File: config.mk
export PLATFORM = sky130hd
export DESIGN_NAME = seg7_scan_decoder
export DESIGN_NICKNAME = d
export VERILOG_FILES = /design/src/rtl/seg7_scan_decoder.sv
export SDC_FILE = /design/constraint.sdc
export NUM_CORES = 1
export LEC_CHECK = 0
export ABC_CLOCK_PERIOD_IN_PS = 5080
export CAP_MARGIN = 20
export CORE_ASPECT_RATIO = 0.7
export CORE_MARGIN = 4
export CORE_UTILIZATION = 58
export CTS_CLUSTER_DIAMETER = 100
export DETAILED_ROUTE_END_ITERATION = 12
export PLACE_DENSITY_LB_ADDON = 0.15
export SLEW_MARGIN = 10
export SYNTH_ARGS = -nofsm -noshare
export SYNTH_HDL_FRONTEND = slang
export SYNTH_SLANG_ARGS = --single-unit
File: constraint.sdc
create_clock -name clk -period 5.08 [get_ports clk]
set_input_delay 0.508 -clock clk [delete_from_list [all_inputs] [get_ports clk]]
set_output_delay 0.508 -clock clk [all_outputs]
set_load 0.03 [all_outputs]
File: src/rtl/seg7_scan_decoder.sv
// Recovers hex digits from a multiplexed, active-low 7-segment scan bus.
// Each digit commits only after a pattern has been seen STABLE_CYCLES times in a row.
module seg7_scan_decoder #(
   parameter int NUM_DIGITS    = 4,
   parameter int STABLE_CYCLES = 4
) (
   input  logic                    clk,
   input  logic                    resetn,
   input  logic [6:0]              seven_seg_display,
   input  logic [NUM_DIGITS-1:0]   digit_sel,
   output logic [4*NUM_DIGITS-1:0] hex_value,
   output logic [NUM_DIGITS-1:0]   digit_valid,
   output logic [NUM_DIGITS-1:0]   digit_err,
   output logic                    out_valid,
   input  logic                    out_ready
);

   localparam int CW = $clog2(STABLE_CYCLES + 1);
   localparam int IW = (NUM_DIGITS > 1) ? $clog2(NUM_DIGITS) : 1;

   typedef enum logic [1:0] {IDLE, COUNTING, COMMITTED} state_t;

   state_t          state;
   logic [IW-1:0]   last_digit;
   logic [6:0]      last_pattern;
   logic [CW-1:0]   count;

   logic            qualified;
   logic [3:0]      ones;
   logic [IW-1:0]   sel_index;
   logic            pat_ok;
   logic [3:0]      pat_nibble;
   logic            same_pair;
   logic            commit;
   logic [3:0]      held_nibble;
   logic            change_event;

   always_comb begin
      ones      = '0;
      sel_index = '0;
      for (int i = 0; i < NUM_DIGITS; i++) begin
         if (digit_sel[i]) begin
            ones      = ones + 4'd1;
            sel_index = IW'(i);
         end
      end
      qualified = (ones == 4'd1);

      pat_ok     = 1'b1;
      pat_nibble = 4'h0;
      case (seven_seg_display)
         7'b1000000: pat_nibble = 4'h0;
         7'b1111001: pat_nibble = 4'h1;
         7'b0100100: pat_nibble = 4'h2;
         7'b0110000: pat_nibble = 4'h3;
         7'b0011001: pat_nibble = 4'h4;
         7'b0010010: pat_nibble = 4'h5;
         7'b0000010: pat_nibble = 4'h6;
         7'b1111000: pat_nibble = 4'h7;
         7'b0000000: pat_nibble = 4'h8;
         7'b0010000: pat_nibble = 4'h9;
         7'b0001000: pat_nibble = 4'hA;
         7'b0000011: pat_nibble = 4'hB;
         7'b1000110: pat_nibble = 4'hC;
         7'b0100001: pat_nibble = 4'hD;
         7'b0000110: pat_nibble = 4'hE;
         7'b0001110: pat_nibble = 4'hF;
         default:    pat_ok     = 1'b0;
      endcase

      same_pair    = (state != IDLE) && (sel_index == last_digit) &&
                     (seven_seg_display == last_pattern);
      // The sample that brings the run length up to STABLE_CYCLES is the commit sample.
      commit       = qualified && (state == COUNTING) && same_pair &&
                     (count == CW'(STABLE_CYCLES - 1));
      held_nibble  = hex_value[4*int'(sel_index) +: 4];
      change_event = commit && pat_ok &&
                     (!digit_valid[sel_index] || (held_nibble != pat_nibble));
   end

   always_ff @(posedge clk) begin
      if (!resetn) begin
         state        <= IDLE;
         last_digit   <= '0;
         last_pattern <= '0;
         count        <= '0;
         hex_value    <= '0;
         digit_valid  <= '0;
         digit_err    <= '0;
         out_valid    <= 1'b0;
      end else begin
         if (!qualified) begin
            state <= IDLE;
            count <= '0;
         end else if (!same_pair) begin
            state        <= COUNTING;
            last_digit   <= sel_index;
            last_pattern <= seven_seg_display;
            count        <= CW'(1);
         end else if (state == COUNTING) begin
            count <= count + CW'(1);
            if (commit) begin
               state <= COMMITTED;
            end
         end

         if (commit) begin
            if (pat_ok) begin
               hex_value[4*int'(sel_index) +: 4] <= pat_nibble;
               digit_valid[sel_index]            <= 1'b1;
               digit_err[sel_index]              <= 1'b0;
            end else begin
               digit_err[sel_index] <= 1'b1;
            end
         end

         // A new change wins over a simultaneous handshake so no update is lost.
         if (change_event) begin
            out_valid <= 1'b1;
         end else if (out_valid && out_ready) begin
            out_valid <= 1'b0;
         end
      end
   end

endmodule

# [Yosys cells after proc, flatten, opt, wreduce, memory -nomap -nowiden]
# Index checks and enable logic that the tools add are counted.
[word_totals] regBits=39 in_bits=14 out_inout_bits=25
[classes] n_addsub=5 magnitude_cmp=2 n_eq_ne=23 shift=3 n_mux=22 bitwise_logic=5 n_reduce_logical=21
[op_table] op="$pmux 4 s15" count=1
[op_table] op="$neg 4->33" count=1
[op_table] op="$shift 4x33->16 const A" count=1
[op_table] op="$shiftx 4x33->16" count=1
[op_table] op="$eq 7x7->1 const B" count=4
[op_table] op="$eq 7x5->1 const B" count=3
[op_table] op="$eq 7x6->1 const B" count=3
[op_table] op="$bwmux 16" count=1
[op_table] op="$mux 4" count=4
[op_table] op="$reduce_or 16->1" count=1
[op_table] op="$shiftx 16x5->4" count=1
[op_table] op="$eq 7x2->1 const B" count=2
[op_table] op="$eq 7x4->1 const B" count=2
[op_table] op="$add 4x1->4 const B" count=3
[op_table] op="$mux 1" count=12
[op_table] op="$reduce_and 2->1" count=5
[op_table] op="$logic_and 1x1->1" count=9
[op_table] op="$or 4x4->4" count=2
[op_table] op="$eq 7x3->1 const B" count=1
[op_table] op="$eq 7x7->1" count=1
[op_table] op="$logic_not 7->1" count=1
[op_table] op="$and 4x4->4" count=1
[op_table] op="$eq 4x1->1 const B" count=1
[op_table] op="$mux 2" count=2
[op_table] op="other kinds (16)" count=18

# [Longest topological paths before layout]
[logic_depth] ltp_word=14 mapped_depth=12 depth_no_buf=10

# [Worst setup path before layout]
# No wires, ideal clock.
[synth_timing] path_type="input port to flip-flop" from="in digit_sel[1]" to="reg hex_value[10]" setup_time_ps=127 arrival_time_ps=2921 setup_slack_ps=2032 path_stages=11 n_path_buf=1 cell_sequence="clkbuf_1 inv_1 ha_1 xor2_1 ha_1 xnor2_1 a31oi_1 o22a_1 a2111oi_4 nand2_1 o2bb2ai_1"
[synth_via] elab_chain_cells=10 elab_cells_between_ends=20
[synth_lines] element="from (decl)" line="10" rtl="input logic [NUM_DIGITS-1:0] digit_sel,"
[synth_lines] element="$mux 4" line="42" rtl="if (digit_sel[i]) begin"
[synth_lines] element="$add 4x1->4" line="43" rtl="ones = ones + 4'd1;"
[synth_lines] element="$mux 4" line="42"
[synth_lines] element="$add 4x1->4" line="43"
[synth_lines] element="$mux 4" line="42"
[synth_lines] element="$eq 4x1->1" line="47" rtl="qualified = (ones == 4'd1);"
[synth_lines] element="$logic_and 1x1->1 (3 in a row)" line="74" rtl="commit = qualified && (state == COUNTING) && same_pair &&"
[synth_lines] element="$reduce_and 2->1 (no line)"
[synth_lines] element="to (signal, indexed assignment)" line="109" rtl="hex_value[4*int'(sel_index) +: 4] <= pat_nibble;"
[synth_lines] element="to (decl)" line="11" rtl="output logic [4*NUM_DIGITS-1:0] hex_value,"
# Several ways; a longest one is shown, not always the timed one.
# A chain may end at the register's enable or synchronous reset.

# [Final worst setup path]
[layout_timing] from="in digit_sel[1]" to="reg hex_value[14]"
# Same word-level chain as after synthesis.

==> impl_summary.log <==
[metrics] number of gates given a new drive strength after cts: 0
[metrics] setup skew after layout: 0.0105 ns
[metrics] library cell appearing most often on the critical path: sky130_fd_sc_hd__ha_1
[metrics] Synth-to-Final Area Change: 19.9%
[metrics] P_leak: 0.00110 uW
[metrics] number of clock sinks: 39
[metrics] least setup slack across all paths after layout: 1.28 ns
[metrics] Synth Area per Inst: 8.09 um2
[metrics] Die Height: 62.0 um
[metrics] most frequent cells in the layout: sky130_fd_sc_hd__nand2_1 (50), sky130_fd_sc_hd__dfxtp_1 (39), sky130_fd_sc_hd__clkdlybuf4s50_1 (38), sky130_fd_sc_hd__a21oi_1 (23)
[metrics] met1 Usage GRT: 38.8%
[metrics] Hold Buf Count CTS: 0
[metrics] starting density of the core: 60.9%
[metrics] # port buffers: 38
[metrics] WL per Instance: 16.4 um
[metrics] sequential cell area fraction in the yosys report: 32.3%
[metrics] count of filler cells inserted in the layout: 309
[metrics] wire length of the first global-routing pass: 10100 um
[metrics] switching power share of the total: 27.1%
[metrics] # H-tree levels: 2
[metrics] r2r startpoint: last_digit[0]
[metrics] detailed-route DRC error count: 0
[metrics] post-CTS setup buffer count: 0
[metrics] setup-violating endpoint count in the final report: 0
[metrics] netlist area before placement: 2420 um2
[metrics] Net Count, Synth: 326
[metrics] total vias in the final route: 2227
[metrics] maximum net fanout on the critical path: 16
[metrics] leading cell type in the layout, fill and taps excluded: sky130_fd_sc_hd__nand2_1
[metrics] TritonCTS clock tree: done
[metrics] worst min-delay path category: reg -> reg
[metrics] number of warning messages in the yosys log: 0
[metrics] worst voltage drop across the vdd grid: 0.000151 V
[metrics] Max Cap Violations: 0
[metrics] site row count: 19
[metrics] routing usage on met3: 5.80%
[metrics] Vias per Instance: 5.83
[metrics] worst slack, placed: 1.04 ns
[metrics] WL final: 6260 um
[metrics] worst flop-to-flop path endpoint: hex_value[6]
[metrics] CP Data Arrival Time: 3.95 ns
[metrics] Top Family by Delay on Critical Path: compound AO/OA/AOI/OAI gates
[metrics] element type at the critical path start: input port
[metrics] dominant synthesized flop cell: sky130_fd_sc_hd__dfxtp_1
[metrics] cells after synthesis: 299
[metrics] cell with the largest stage delay on the worst path: sky130_fd_sc_hd__clkdlybuf4s50_1
[metrics] slowest cell delay on critical path: 0.77 ns
[metrics] number of instances on the worst hold path: 2
[metrics] core box area: 3970 um2
[metrics] number of synthesized flops with an enable pin: 0
[metrics] number of buffers and inverters on the critical path: 2
[metrics] part of the power in registers: 48.4%
[metrics] detailed placer's ending HPWL: 4520 um
[metrics] total net switching power: 178 uW
[metrics] number of hold violations in the final report: 0
[metrics] number of slew-limit violations in the final report: 0
[metrics] pin count of the biggest net entering global routing: 25
[metrics] Relative slew margins: 31.1%
[metrics] number of buffers added by the clock tree synthesis step: 5
[metrics] number of nets in the final layout: 356
[metrics] CP Data Required Time: 5.23 ns
[metrics] overall track demand over capacity in global routing: 24.7%
[metrics] post-route core utilization: 73.0%
[metrics] buffer cell driving the clock tree root: sky130_fd_sc_hd__clkbuf_8
[metrics] Die Footprint: 5280 um2
[metrics] Worst-Margin Slew: 1.03 ns
[metrics] grt met2 use: 33.1%
[metrics] cell chain of the critical path: clkdlybuf4s50_1 -> inv_1 -> ha_1 -> xor2_1 -> ha_1 -> xnor2_1 -> a31oi_1 -> o22a_1 -> a2111oi_4 -> nand2_1 -> o2bb2ai_1
[metrics] end point of the most critical hold path: hex_value[9]
[metrics] maximum count of clock buffers along a single path: 2
[metrics] clock share of power: 35.9%
[metrics] Crit. End Element: register
[metrics] crit path kind: in -> reg
[metrics] number of global-route vias before repair: 2010
[metrics] initial antenna violation count: 0
[metrics] part of the total power dissipated in combinational logic: 15.7%
[metrics] worst-case register-to-register setup slack: 2.74 ns
[metrics] final-layout setup total negative slack: 0 ns
[metrics] peak-usage layer in the global routing report: met1
[metrics] area of the multi-input gates: 1520 um2
[metrics] fraction of synthesis flops using an asynchronous set or reset pin: 0%
[metrics] FMAX: 0.263 GHz
[metrics] Routability Congestion: 0.905
[metrics] Register-to-Register Path Depth: 6
[metrics] clock transition at the register clock pins on the worst setup and hold paths after CTS: 0.08 ns
[metrics] CP Depth: 11
[metrics] number of DRC markers in iteration 0: 217
[metrics] global route overflow: 0
[metrics] Hold Path Origin: hex_value[9]
[metrics] number of top-level pins: 39
[metrics] floorplan die width: 85.2 um
[metrics] layout cells sized above 1: 4.24%
[metrics] flip-flop and latch area: 781 um2
[metrics] Int Pwr: 478 uW
[metrics] final worst path period need: 3.80 ns
[metrics] count of distinct cell types in the synthesized netlist: 45
[metrics] remaining number of nets flagged by the antenna check after routing: 0
[metrics] synthesis-stage register bit count: 39
[metrics] run status: completed
[metrics] DR pass1 iterations: 5
[metrics] number of antenna diodes: 0
[metrics] fraction of the cycle the final worst path needs: 74.8%
[metrics] power per cell area: 226 nW/um2
[metrics] RSZ-0062 raised after global routing: no
[metrics] clock latency of the later-clocked register in the worst-skew pair: 0.29 ns
worst reg2reg max path: stages (launching register included):
cell                        delay (ns)
sky130_fd_sc_hd__dfxtp_1          0.35
sky130_fd_sc_hd__nor4bb_1         0.30
sky130_fd_sc_hd__a211oi_1         0.11
sky130_fd_sc_hd__or3_1            0.47
sky130_fd_sc_hd__nor3_2           0.38
sky130_fd_sc_hd__o21ai_0          0.41
sky130_fd_sc_hd__o2bb2ai_1        0.25
logic make-up (layout without fill, tap and decap cells):
logic type,Yosys count,in the layout,share of synthesized area (%)
flip-flops,39,39,32.3
XOR/XNOR,16,16,5.79
buffers and inverters,26,57,4.71
adder cells (fa/ha/maj),13,13,6.73
multiplexers,21,21,8.69
AO/OA/AOI/OAI,66,66,17.8
AND/OR/NAND/NOR,118,118,24.0
final cells by class:
class | count | share of cell area, %
Multi-Input combinational cell | 234 | 52.6
Sequential cell | 39 | 26.9
Timing Repair Buffer | 39 | 13.4
Clock buffer | 7 | 3.32
Tap cell | 52 | 2.24
Inverter | 10 | 1.29
Clock inverter | 1 | 0.259
synthesized netlist by cell type, types with 3 or more instances:
cell	n	share of area, %
sky130_fd_sc_hd__nor2_1	21	3.3
sky130_fd_sc_hd__and2_1	8	2.1
sky130_fd_sc_hd__buf_2	7	1.4
sky130_fd_sc_hd__a21oi_1	23	4.8
sky130_fd_sc_hd__nor4bb_1	3	1.2
sky130_fd_sc_hd__nand2b_1	3	0.78
sky130_fd_sc_hd__o21a_1	4	1.2
sky130_fd_sc_hd__dfxtp_1	39	32
sky130_fd_sc_hd__clkbuf_1	7	1.1
sky130_fd_sc_hd__nand2_1	50	7.8
sky130_fd_sc_hd__xor2_1	3	1.1
sky130_fd_sc_hd__o21ai_0	19	3.9
sky130_fd_sc_hd__o2bb2ai_1	4	1.4
sky130_fd_sc_hd__inv_1	10	1.6
sky130_fd_sc_hd__nor2b_1	4	1.0
sky130_fd_sc_hd__nor3_1	8	1.7
sky130_fd_sc_hd__xnor2_1	13	4.7
sky130_fd_sc_hd__nand3_1	3	0.62
sky130_fd_sc_hd__ha_1	13	6.7
sky130_fd_sc_hd__mux2i_1	21	8.7
stage by stage:
| stage | hold slack, ns | std cells | power, uW | instance area, um2 |
|---|---|---|---|---|
| after CTS | 0.489 | 382 | 657 | 2900 |
| after global routing | 0.515 | 382 | 682 | 2900 |
| after global placement | 0.473 | 374 | 423 | 2800 |
| final | 0.489 | 382 | 656 | 2900 |
| after floorplan | 0.460 | 299 | 399 | 2420 |
| after detailed placement | 0.476 | 374 | 425 | 2800 |
per-layer routing:
| layer | share of wire (%) | routed length, um |
|---|---|---|
| met3 | 7.8 | 486 |
| met4 | 0.94 | 59 |
| met1 | 51 | 3200 |
| met2 | 40 | 2510 |
| met5 | 0 | 0 |
worst max-delay path by stage:
stage / startpoint / endpoint / slack (ns)
detailed placement: digit_sel[1] / hex_value[6] / 1.04
finish: digit_sel[1] / hex_value[14] / 1.28
global route: digit_sel[1] / hex_value[2] / 0.99
floorplan: digit_sel[1] / hex_value[10] / 2.03
global placement: digit_sel[1] / hex_value[6] / 1.14
CTS: digit_sel[1] / hex_value[6] / 1.31
power by group through the flow:
stage	logic (uW)	clock network, uW	registers, uW
after detailed placement	100	0	324
after CTS	102	238	317
after global routing	114	249	318
after global placement	98.5	0	324
after floorplan	75.6	0	323
final	103	235	317
No activity file was read; power rests on OpenSTA's default activity.
